--- config.mk ---
export PLATFORM = sky130hd
export DESIGN_NAME = multicycle_alu
export DESIGN_NICKNAME = d
export VERILOG_FILES = /design/src/rtl/multicycle_alu.sv
export SDC_FILE = /design/constraint.sdc
export NUM_CORES = 1
export LEC_CHECK = 0
export BUFFER_PORTS_ARGS = -buffer_cell sky130_fd_sc_hd__buf_2
export CORE_ASPECT_RATIO = 2
export CORE_MARGIN = 1.5
export CORE_UTILIZATION = 45
export CTS_CLUSTER_SIZE = 16
export DETAILED_ROUTE_END_ITERATION = 8
export PLACE_DENSITY = 0.74
export REMOVE_ABC_BUFFERS = 1
export SYNTH_ARGS = -nofsm -noshare
export SYNTH_HDL_FRONTEND = slang
export SYNTH_SLANG_ARGS = --single-unit
--- constraint.sdc ---
create_clock -name clk -period 7.76 [get_ports clk]
set_input_delay 0.776 -clock clk [delete_from_list [all_inputs] [get_ports clk]]
set_output_delay 0.776 -clock clk [all_outputs]
set_load 0.01 [all_outputs]
--- src/rtl/multicycle_alu.sv ---
// Multi-cycle ALU: single-cycle logic/arith ops plus iterative shift-add MUL
// and restoring DIVU, behind a valid/ready handshake on both sides.
module multicycle_alu #(
   parameter int unsigned WIDTH = 32,
   parameter int unsigned OUT_W = 10
) (
   input  logic             clk,
   input  logic             rst_n,
   input  logic             in_valid,
   output logic             in_ready,
   input  logic [WIDTH-1:0] ina,
   input  logic [WIDTH-1:0] inb,
   input  logic [WIDTH-1:0] imm,
   input  logic             alusrc,
   input  logic             addi,
   input  logic [2:0]       aluctr,
   output logic             out_valid,
   input  logic             out_ready,
   output logic [WIDTH-1:0] out_w,
   output logic [OUT_W-1:0] out_n,
   output logic             zero,
   output logic             carry,
   output logic             less,
   output logic             busy
);

   localparam int unsigned SH_W  = $clog2(WIDTH);
   localparam int unsigned CNT_W = SH_W;

   localparam logic [2:0] OP_ADD = 3'd0;
   localparam logic [2:0] OP_SUB = 3'd1;
   localparam logic [2:0] OP_OR  = 3'd2;
   localparam logic [2:0] OP_AND = 3'd3;
   localparam logic [2:0] OP_XOR = 3'd4;
   localparam logic [2:0] OP_SLL = 3'd5;
   localparam logic [2:0] OP_MUL = 3'd6;
   localparam logic [2:0] OP_DIV = 3'd7;

   if (WIDTH < 8 || WIDTH > 64 || (WIDTH & (WIDTH - 1)) != 0) begin : g_bad_width
      $error("multicycle_alu: WIDTH must be a power of two in 8..64");
   end
   if (OUT_W < 1 || OUT_W > WIDTH) begin : g_bad_out_w
      $error("multicycle_alu: OUT_W must be in 1..WIDTH");
   end

   typedef enum logic [1:0] {
      IDLE = 2'd0,
      EXEC = 2'd1,
      DONE = 2'd2
   } state_e;

   state_e             state_q;
   logic [2:0]         op_q;
   logic [CNT_W-1:0]   cnt_q;
   logic [WIDTH-1:0]   opnd_q;   // multiplicand (MUL) or divisor (DIVU)
   logic [WIDTH-1:0]   hi_q;     // product high half or partial remainder
   logic [WIDTH-1:0]   lo_q;     // multiplier/product low half or dividend/quotient
   logic               in_ready_q;
   logic               out_valid_q;
   logic               busy_q;
   logic [WIDTH-1:0]   out_w_q;
   logic               zero_q;
   logic               carry_q;
   logic               less_q;

   logic [WIDTH-1:0]   b_sel;
   logic [WIDTH:0]     add_s;
   logic [WIDTH:0]     sub_s;
   logic               add_ovf;
   logic               sub_ovf;
   logic [WIDTH-1:0]   imm_res;
   logic               imm_carry;
   logic               imm_less;

   logic [WIDTH-1:0]   mul_addend;
   logic [WIDTH:0]     mul_sum;
   logic [WIDTH-1:0]   mul_hi_d;
   logic [WIDTH-1:0]   mul_lo_d;
   logic [WIDTH:0]     div_sh;
   logic [WIDTH:0]     div_diff;
   logic               div_ok;
   logic [WIDTH-1:0]   div_hi_d;
   logic [WIDTH-1:0]   div_lo_d;
   logic [WIDTH-1:0]   ex_res;
   logic               ex_carry;
   logic               ex_last;

   // Single-cycle datapath, evaluated on the request operands at accept time
   always_comb begin
      b_sel     = alusrc ? imm : inb;
      add_s     = {1'b0, ina} + {1'b0, b_sel};
      sub_s     = {1'b0, ina} - {1'b0, b_sel};
      add_ovf   = (ina[WIDTH-1] == b_sel[WIDTH-1]) && (add_s[WIDTH-1] != ina[WIDTH-1]);
      sub_ovf   = (ina[WIDTH-1] != b_sel[WIDTH-1]) && (sub_s[WIDTH-1] != ina[WIDTH-1]);
      imm_res   = '0;
      imm_carry = 1'b0;
      imm_less  = 1'b0;
      case (aluctr)
         OP_ADD: begin
            if (addi) begin
               imm_carry = add_ovf;
               imm_res   = add_ovf ? '0 : add_s[WIDTH-1:0];
            end else begin
               imm_carry = add_s[WIDTH];
               imm_res   = add_s[WIDTH-1:0];
            end
         end
         OP_SUB: begin
            imm_res   = sub_s[WIDTH-1:0];
            imm_carry = sub_s[WIDTH];
            imm_less  = sub_s[WIDTH-1] ^ sub_ovf;
         end
         OP_OR:   imm_res = ina | b_sel;
         OP_AND:  imm_res = ina & b_sel;
         OP_XOR:  imm_res = ina ^ b_sel;
         OP_SLL:  imm_res = ina << b_sel[SH_W-1:0];
         default: imm_res = '0;
      endcase
   end

   // One iteration step of shift-add MUL and restoring DIVU
   always_comb begin
      mul_addend = lo_q[0] ? opnd_q : {WIDTH{1'b0}};
      mul_sum    = {1'b0, hi_q} + {1'b0, mul_addend};
      mul_hi_d   = mul_sum[WIDTH:1];
      mul_lo_d   = {mul_sum[0], lo_q[WIDTH-1:1]};

      div_sh     = {hi_q, lo_q[WIDTH-1]};
      div_diff   = div_sh - {1'b0, opnd_q};
      div_ok     = ~div_diff[WIDTH];
      div_hi_d   = div_ok ? div_diff[WIDTH-1:0] : div_sh[WIDTH-1:0];
      div_lo_d   = {lo_q[WIDTH-2:0], div_ok};

      ex_res     = (op_q == OP_DIV) ? div_lo_d : mul_lo_d;
      ex_carry   = (op_q == OP_DIV) ? (opnd_q == '0) : (mul_hi_d != '0);
      ex_last    = (cnt_q == CNT_W'(WIDTH - 1));
   end

   // Control FSM with registered handshake, status and result outputs
   always_ff @(posedge clk) begin
      if (!rst_n) begin
         state_q     <= IDLE;
         op_q        <= '0;
         cnt_q       <= '0;
         opnd_q      <= '0;
         hi_q        <= '0;
         lo_q        <= '0;
         in_ready_q  <= 1'b1;
         out_valid_q <= 1'b0;
         busy_q      <= 1'b0;
         out_w_q     <= '0;
         zero_q      <= 1'b0;
         carry_q     <= 1'b0;
         less_q      <= 1'b0;
      end else begin
         case (state_q)
            IDLE: begin
               if (in_valid) begin
                  op_q  <= aluctr;
                  cnt_q <= '0;
                  hi_q  <= '0;
                  if (aluctr == OP_MUL) begin
                     opnd_q     <= ina;
                     lo_q       <= b_sel;
                     state_q    <= EXEC;
                     busy_q     <= 1'b1;
                     in_ready_q <= 1'b0;
                  end else if (aluctr == OP_DIV) begin
                     opnd_q     <= b_sel;
                     lo_q       <= ina;
                     state_q    <= EXEC;
                     busy_q     <= 1'b1;
                     in_ready_q <= 1'b0;
                  end else begin
                     opnd_q      <= b_sel;
                     lo_q        <= ina;
                     out_w_q     <= imm_res;
                     zero_q      <= (imm_res == '0);
                     carry_q     <= imm_carry;
                     less_q      <= imm_less;
                     state_q     <= DONE;
                     out_valid_q <= 1'b1;
                     in_ready_q  <= 1'b0;
                  end
               end
            end
            EXEC: begin
               cnt_q <= cnt_q + CNT_W'(1);
               if (op_q == OP_DIV) begin
                  hi_q <= div_hi_d;
                  lo_q <= div_lo_d;
               end else begin
                  hi_q <= mul_hi_d;
                  lo_q <= mul_lo_d;
               end
               if (ex_last) begin
                  out_w_q     <= ex_res;
                  zero_q      <= (ex_res == '0);
                  carry_q     <= ex_carry;
                  less_q      <= 1'b0;
                  state_q     <= DONE;
                  busy_q      <= 1'b0;
                  out_valid_q <= 1'b1;
               end
            end
            DONE: begin
               if (out_ready) begin
                  state_q     <= IDLE;
                  out_valid_q <= 1'b0;
                  in_ready_q  <= 1'b1;
               end
            end
            default: begin
               state_q     <= IDLE;
               in_ready_q  <= 1'b1;
               out_valid_q <= 1'b0;
               busy_q      <= 1'b0;
            end
         endcase
      end
   end

   assign in_ready  = in_ready_q;
   assign out_valid = out_valid_q;
   assign busy      = busy_q;
   assign out_w     = out_w_q;
   assign out_n     = out_w_q[OUT_W-1:0];
   assign zero      = zero_q;
   assign carry     = carry_q;
   assign less      = less_q;

endmodule

Word level (Yosys, flattened, before mapping)
Index checks and enable logic that the tools add are counted.
{"block": "word_totals", "register_bits": 144, "latchBits": 0, "mem_bits_rw": 0, "mem_bits_ro": 0, "in_bits": 105, "output_inout_bits": 48, "wordCells": 122, "memories": 0}
{"block": "classes", "addsub": 5, "n_mul": 0, "n_div": 0, "magnitude_cmp": 0, "n_eq_ne": 21, "shift": 1, "n_mux": 59, "bitwise_logic": 7, "n_reduce_logical": 16}
{"operator": "32-bit two-way mux", "count": 15}
{"operator": "32-bit case mux with 2 select lines", "count": 3}
{"operator": "32-bit case mux with 6 select lines", "count": 1}
{"operator": "32-bit logical NOT", "count": 3}
{"operator": "32-bit by 32-bit adder with 33-bit output", "count": 2}
{"operator": "32-bit by 32-bit subtractor with 33-bit output", "count": 1}
{"operator": "33-bit by 32-bit subtractor with 33-bit output", "count": 1}
{"operator": "32-bit AND", "count": 1}
{"operator": "32-bit OR", "count": 1}
{"operator": "32-bit nonzero test", "count": 1}
{"operator": "32-bit by 5-bit << shifter with 32-bit output", "count": 1}
{"operator": "32-bit bitwise XOR", "count": 1}
{"operator": "1-bit two-way mux", "count": 25}
{"operator": "3-bit equality test (second input constant)", "count": 5}
{"operator": "2-bit two-way mux", "count": 5}
{"operator": "2-bit != test (second input constant)", "count": 5}
{"operator": "5-bit case mux with 2 select lines", "count": 1}
{"operator": "5-bit AND reduction", "count": 2}
{"operator": "1-bit case mux with 3 select lines", "count": 3}
{"operator": "1-bit case mux with 2 select lines", "count": 4}
{"operator": "3-bit by 2-bit equality test with 1-bit output (second input constant)", "count": 2}
{"operator": "2-bit case mux with 3 select lines", "count": 1}
{"operator": "3-bit AND reduction", "count": 2}
{"operator": "5-bit by 1-bit adder with 5-bit output (second input constant)", "count": 1}
{"operator": "other kinds (16)", "count": 22}

Logic depth before layout (Yosys ltp)
Gate-level depths: netlist of run 1.
{"block": "depth", "word_depth": 12, "depth_mapped": 30, "mapped_depth_nobuf": 26}

Worst setup path after synthesis of run 1
OpenSTA, ideal clock, no wires.
{"block": "synth_timing", "path_kind": "input -> register", "start": "input alusrc", "end": "register zero_q, in the netlist zero", "setup_ns": 0.059, "t_arrival_ns": 7.162, "required_time_ns": 7.701, "slack_ns": 0.539, "cell_stages": 29, "path_buffers": 4, "path_cell_list": "buf_6 -> buf_2 -> buf_1 -> mux2i_1 -> ha_1 -> clkbuf_1 -> or3_1 -> or4_1 -> nand3b_1 -> a211o_1 -> nand3_1 -> nor3_1 -> o21a_1 -> nor2_1 -> o21a_1 -> or2_2 -> a21oi_1 -> o21bai_1 -> fa_1 -> mux2_2 -> a21oi_1 -> nor2_1 -> a211o_1 -> a221oi_1 -> and3_1 -> nand3_1 -> or4_1 -> nor4_1 -> a32o_2"}
{"block": "synth_via", "elab_chain_len": 12, "word_cells_on_any_way": 18, "cone_classes": "add/sub (2); eq/ne (2); shift (1); mux (8); bitwise (3); reduce/logical (2)"}
{"element": "start: declaration", "line_no": "14", "text": "input logic alusrc,"}
{"element": "32-bit two-way mux (*)", "line_no": "90", "text": "b_sel = alusrc ? imm : inb;"}
{"element": "32-bit by 32-bit adder with 33-bit output", "line_no": "91", "text": "add_s = {1'b0, ina} + {1'b0, b_sel};"}
{"element": "1-bit != test", "line_no": "93", "text": "add_ovf = (ina[WIDTH-1] == b_sel[WIDTH-1]) && (add_s[WIDTH-1] != ina[WIDTH-1]);"}
{"element": "1-bit logical AND", "line_no": "93"}
{"element": "32-bit two-way mux", "line_no": "102", "text": "imm_res = add_ovf ? '0 : add_s[WIDTH-1:0];"}
{"element": "32-bit two-way mux", "line_no": "100", "text": "if (addi) begin"}
{"element": "32-bit case mux with 6 select lines (*)", "line_no": "98", "text": "case (aluctr)"}
{"element": "32-bit logical NOT (*)", "line_no": "178", "text": "zero_q <= (imm_res == '0);"}
{"element": "1-bit two-way mux (*)", "line_no": "168", "text": "end else if (aluctr == OP_DIV) begin"}
{"element": "1-bit two-way mux (*)", "line_no": "162", "text": "if (aluctr == OP_MUL) begin"}
{"element": "1-bit two-way mux (*)", "line_no": "158", "text": "if (in_valid) begin"}
{"element": "1-bit case mux with 2 select lines (*)", "line_no": "156", "text": "case (state_q)"}
{"element": "end signal: assignment", "line_no": "178"}
{"element": "end signal: assignment", "line_no": "198", "text": "zero_q <= (ex_res == '0);"}
{"element": "end: declaration", "line_no": "62", "text": "logic zero_q;"}
Mark *: on every way between the ends. The rest lies on a longest branch, timed or not. The select of a mux whose other input is x is not followed.
A chain may end at the register's enable or synchronous reset.

Worst setup path in the final report of run 1
Ends and elaborated chain as after synthesis.

==> flow_summary.ini, run 1 <==
[yosys]
ys_seq_elements = 144
synth_cells = 2480
avgSynthCellArea_um2 = 7.20
synth-warning-count = 0
ys_seq_area_frac = 0.161
synth_top_area_cell = dfxtp_1
synth.area.top_cells = dfxtp_1 16%, ha_1 11%, mux2i_1 7.3%
synth.most_common_cell = nand2_1
ys.flop_type = dfxtp_1
yosysTopAreaCellShare = 0.161
synth-edff-count = 0
synth_cell_types = 81
synth_common_cells = 289 x nand2_1, 217 x a21oi_1, 189 x nor2_1, 164 x ha_1, 157 x o21ai_0
synth_area_um2 = 17900
synthArstFlopShare = 0

[hold_path]
hp-class = reg2reg
whs_path_depth = 2

[placed_design]
hpwlAfterDp_um = 65400
dp_cells = 3065
numPortBuffers = 152
gp_congestion = 1.01

[cts]
cts_buffers = 17
cts-resized-gates = 0
cts_tree = built
cts_hold_buf = 0
cts_root_buf = clkbuf_16
clk_path_buf_depth = 2
clk_pin_slew_ps = 60
h-tree-depth = 4
clock_latency_ps = 450
cts_num_sinks = 144
cts_setup_buffers = 0

[worst_setup_path]
start_kind = input pin
crit_type = in2reg
worstPathArrival_ps = 7490
worstRegToRegCells = 16
critPathRequiredTime_ps = 8150
cp_max_fo = 8
path_depth = 27
crit_slowest_cell = o311ai_0
cpPeakStageDelay_ps = 590
crit_family = compound AO/OA/AOI/OAI gates
end_kind = flip-flop
path_buf_inv = 2

[cells_and_area]
multi_input_area_um2 = 13800
regArea_um2 = 2880
n_fill_cell = 3977
drive_above_1_share = 0.120
final_util = 0.504
fin_nets = 2833
syn2layout_area_growth_pct = 11.0
layout.cells.non_filler = 3098

[timing]
fin_setup_tns_ps = 0
setup_viol = 0
skew_ps = 11.8
tightest_slew_ps = 1270
clock.fmax_ghz = 0.141
hold_viol_final = 0
rsz0062_at_grt = no
relSlewSlack = 0.147
fin_hold_ws_ps = 467
finalCriticalPeriod_ps = 7090
finalCritPeriodShare = 0.914
finalMaxSlewViolations = 0

[run]
maxCapViolations = 0

[die]
coreArea_um2 = 39300
die_h_um = 285
row_count = 103
die_w_um = 144
ios = 153
dieArea_um2 = 41000
initial_core_util = 0.454

[route]
avgViaCountPerCell = 6.49
drcViolationCount = 0
drt_iter0_drc = 1612
vias = 20100
wl_per_cell_um = 26.7
ant_nets = 0
wl_um = 82700
first_pass_iters = 9

[global_routing]
grt_pass1_vias = 19800
grt_start_max_net_pins = 65
track_usage = 0.400
grt_pass1_wl_um = 121000
antenna_found_initial = 1
grt.overflow.total = 0

[power_and_ir_drop]
power_density_nw_per_um2 = 155
p_leak_nw = 8.95
peakVddDrop_v = 0.000156

[run_status]
status = finished, final reports clean
-- final timing paths --
path | end | startpoint | slack [ps]
setup / recovery | zero$_SDFFE_PN0P_ | alusrc | 670
hold / removal | out_w[27]$_SDFFE_PN0P_ | out_w[27]$_SDFFE_PN0P_ | 470
setup reg to reg | hi_q[0]$_SDFFE_PN0P_ | opnd_q[0]$_SDFFE_PN0P_ | 2270
hold reg to reg | out_w[27]$_SDFFE_PN0P_ | out_w[27]$_SDFFE_PN0P_ | 470
-- per-layer routing --
layer | vias up | part of all wire | global-route usage
li1 | 9150 | - | -
met4 | 0 | 0.11 | 0.373
met3 | 396 | 0.058 | 0.0489
met1 | 9509 | 0.32 | 0.390
met2 | 1058 | 0.50 | 0.711
met5 | - | 0 | 0
-- power breakdown --
group	internal, W	switching [W]
logic	0.000473	0.000893
registers	0.000786	0.0000534
clock network	0.000514	0.000355
-- cells by family after synthesis --
family / after synthesis / share of synthesized area
AO/OA/AOI/OAI: 848 / 0.316
AND/OR/NAND/NOR: 780 / 0.203
buffers and inverters: 318 / 0.0711
adder cells (fa/ha/maj): 169 / 0.121
multiplexers: 148 / 0.0921
flip-flops: 144 / 0.161
XOR/XNOR: 73 / 0.0358
-- stage by stage --
stage,instance area [um^2],setup WS [ps],total power [W]
global placement,19200,462,0.00216
floorplan,17100,1040,0.00164
global route,19800,389,0.00319
finish,19800,666,0.00307
detailed placement,19200,355,0.00217
CTS,19800,794,0.00304
-- tightest hold or removal path, cell delays in order, from the launching register on --
cell	delay [ps]
dfxtp_1	310
nand2_1	50
a21boi_0	60
-- placed cells by master, fill, tap and decap left out, drive strengths merged, types with 41 or more instances in the layout --
master  netlist  layout
a21boi       68      68
a21o         41      41
a21oi       217     217
and2         50      50
buf          49     229
dfxtp       144     144
ha          164     164
inv         148     151
mux2i       132     132
nand2       289     289
nand3        47      47
nor2        189     189
o211ai       59      59
o21ai       161     161
xnor2        50      50
-- layout make-up --
type | instances | area share
flip-flops and latches | 144 | 0.145
well taps | 525 | 0.0331
clock inverters | 12 | 0.00795
clock buffers | 19 | 0.0223
inverters | 149 | 0.0283
multi-input cells | 2018 | 0.694
diodes | 2 | 0.000253
repair buffers | 229 | 0.0683
-- registers in the layout, summed over array words and instances (netlist names) --
signal / count
carry: 1
cnt_q: 5
out_w: 32
zero: 1
lo_q: 32
in_ready: 1
state_q: 2
less: 1
out_valid: 1
hi_q: 32
op_q: 3
opnd_q: 32
busy: 1
Power figures use the tool's default switching activity.
==> run 2, diff against run 1 <==
==> constraint.sdc (replaced) <==
create_clock -name clk -period 7.76 [get_ports clk]
set_input_delay 1.164 -clock clk [delete_from_list [all_inputs] [get_ports clk]]
set_output_delay 1.164 -clock clk [all_outputs]
set_load 0.01 [all_outputs]
==> flow_summary.ini, run 2 (synthesized netlist as in run 1, its figures left out) <==
[worst_setup_path]
path_depth = 27
reg2reg_slack_ps = 1540
path_buf_inv = 2
worstRegToRegCells = 17
cpPeakStageDelay_ps = 520
rr_startpoint = lo_q[31]$_SDFFE_PN0P_
cp_max_fo = 8
crit_family = compound AO/OA/AOI/OAI gates
start_kind = input pin
critPathLaunch = alusrc
end_kind = flip-flop
crit_type = in2reg
crit_slowest_cell = or4_1
critPathRequiredTime_ps = 8160
worstPathArrival_ps = 7840

[timing]
relSlewSlack = 0.267
setup_viol = 0
skew_ps = 10.8
finalWorstSetupSlack_ps = 319
clock.fmax_ghz = 0.134
rsz0062_at_grt = no
finalMaxSlewViolations = 0
fin_hold_ws_ps = 469
hold_viol_final = 0
finalCriticalPeriod_ps = 7440
finalCritPeriodShare = 0.959
tightest_slew_ps = 1090
fin_setup_tns_ps = 0

[hold_path]
whs_path_depth = 2
hp-class = reg2reg
hold_start = out_w[25]$_SDFFE_PN0P_

[power_and_ir_drop]
peakVddDrop_v = 0.000174
p_leak_nw = 8.99
power_density_nw_per_um2 = 154

[global_routing]
grt_start_max_net_pins = 64
track_usage = 0.403
grt.overflow.total = 0
grt_pass1_wl_um = 122000
grt_pass1_vias = 20100
antenna_found_initial = 4

[placed_design]
dp_slack_ps = -93.4
numPortBuffers = 152
dp_cells = 3076
hpwlAfterDp_um = 64300
gp_congestion = 1.07

[cells_and_area]
layout.cells.non_filler = 3109
final_common_cell = nand2_1
mostFrequentLayoutCells = 289 x nand2_1, 217 x a21oi_1, 185 x nor2_1, 164 x ha_1, 157 x o21ai_0
n_fill_cell = 3969
syn2layout_area_growth_pct = 11.4
fin_nets = 2844
multi_input_area_um2 = 13800
final_util = 0.506
regArea_um2 = 2880
drive_above_1_share = 0.125

[cts]
cts_buffers = 17
clock_latency_ps = 460
clk_path_buf_depth = 2
cts-resized-gates = 0
h-tree-depth = 4
cts_num_sinks = 144
clk_pin_slew_ps = 70
cts_setup_buffers = 0
cts_hold_buf = 0
cts_root_buf = clkbuf_16
cts_tree = built

[route]
wl_um = 82500
vias = 20300
drt_iter0_drc = 1873
ant_nets = 0
wl_per_cell_um = 26.5
first_pass_iters = 7
avgViaCountPerCell = 6.53
drcViolationCount = 0

[run]
maxCapViolations = 0

[run_status]
status = finished, final reports clean

[die]
coreArea_um2 = 39300
dieArea_um2 = 41000
die_w_um = 144
row_count = 103
ios = 153
die_h_um = 285
initial_core_util = 0.454
-- run 2: final cells by class --
| type | count | area share |
|---|---|---|
| Clock inverter | 14 | 0.00724 |
| Sequential cell | 144 | 0.145 |
| Antenna cell | 1 | 0.000126 |
| Tap cell | 525 | 0.0330 |
| Timing Repair Buffer | 240 | 0.0722 |
| Multi-Input combinational cell | 2018 | 0.692 |
| Inverter | 149 | 0.0283 |
| Clock buffer | 18 | 0.0221 |
-- run 2: power breakdown --
part / internal (W) / leakage (nW) / switching [W]
logic: 0.000483 / 7.54 / 0.000908
clock network: 0.000459 / 0.274 / 0.000382
registers: 0.000786 / 1.17 / 0.0000515
total: 0.00173 / 8.99 / 0.00134
-- run 2: path summary, 6_finish.rpt --
kind,end
setup / recovery,zero$_SDFFE_PN0P_
hold / removal,out_w[25]$_SDFFE_PN0P_
setup reg to reg,hi_q[5]$_SDFFE_PN0P_
hold reg to reg,out_w[25]$_SDFFE_PN0P_
-- run 2: layer usage --
layer / GRT usage / vias up / part of all wire
met2: 0.707 / 1083 / 0.50
met3: 0.0650 / 451 / 0.062
met1: 0.390 / 9580 / 0.32
met5: 0 / - / 0.00051
li1: - / 9186 / -
met4: 0.378 / 6 / 0.12
-- run 2: worst reg2reg max path, delay by kind of cell, from the launching register on --
family	cells	cell delay, ps
flops	1	340
fa+ha+maj	2	580
compound gates	7	2470
buf+inv	4	890
mux	2	930
simple gates	2	900
-- run 2: through the flow --
step / area (um^2) / total power (W)
4_1_cts: 19900 / 0.00302
3_5_place_dp: 19300 / 0.00218
3_3_place_gp: 19300 / 0.00217
2_1_floorplan: 17100 / 0.00164
5_1_grt: 19900 / 0.00318
6_report: 19900 / 0.00307
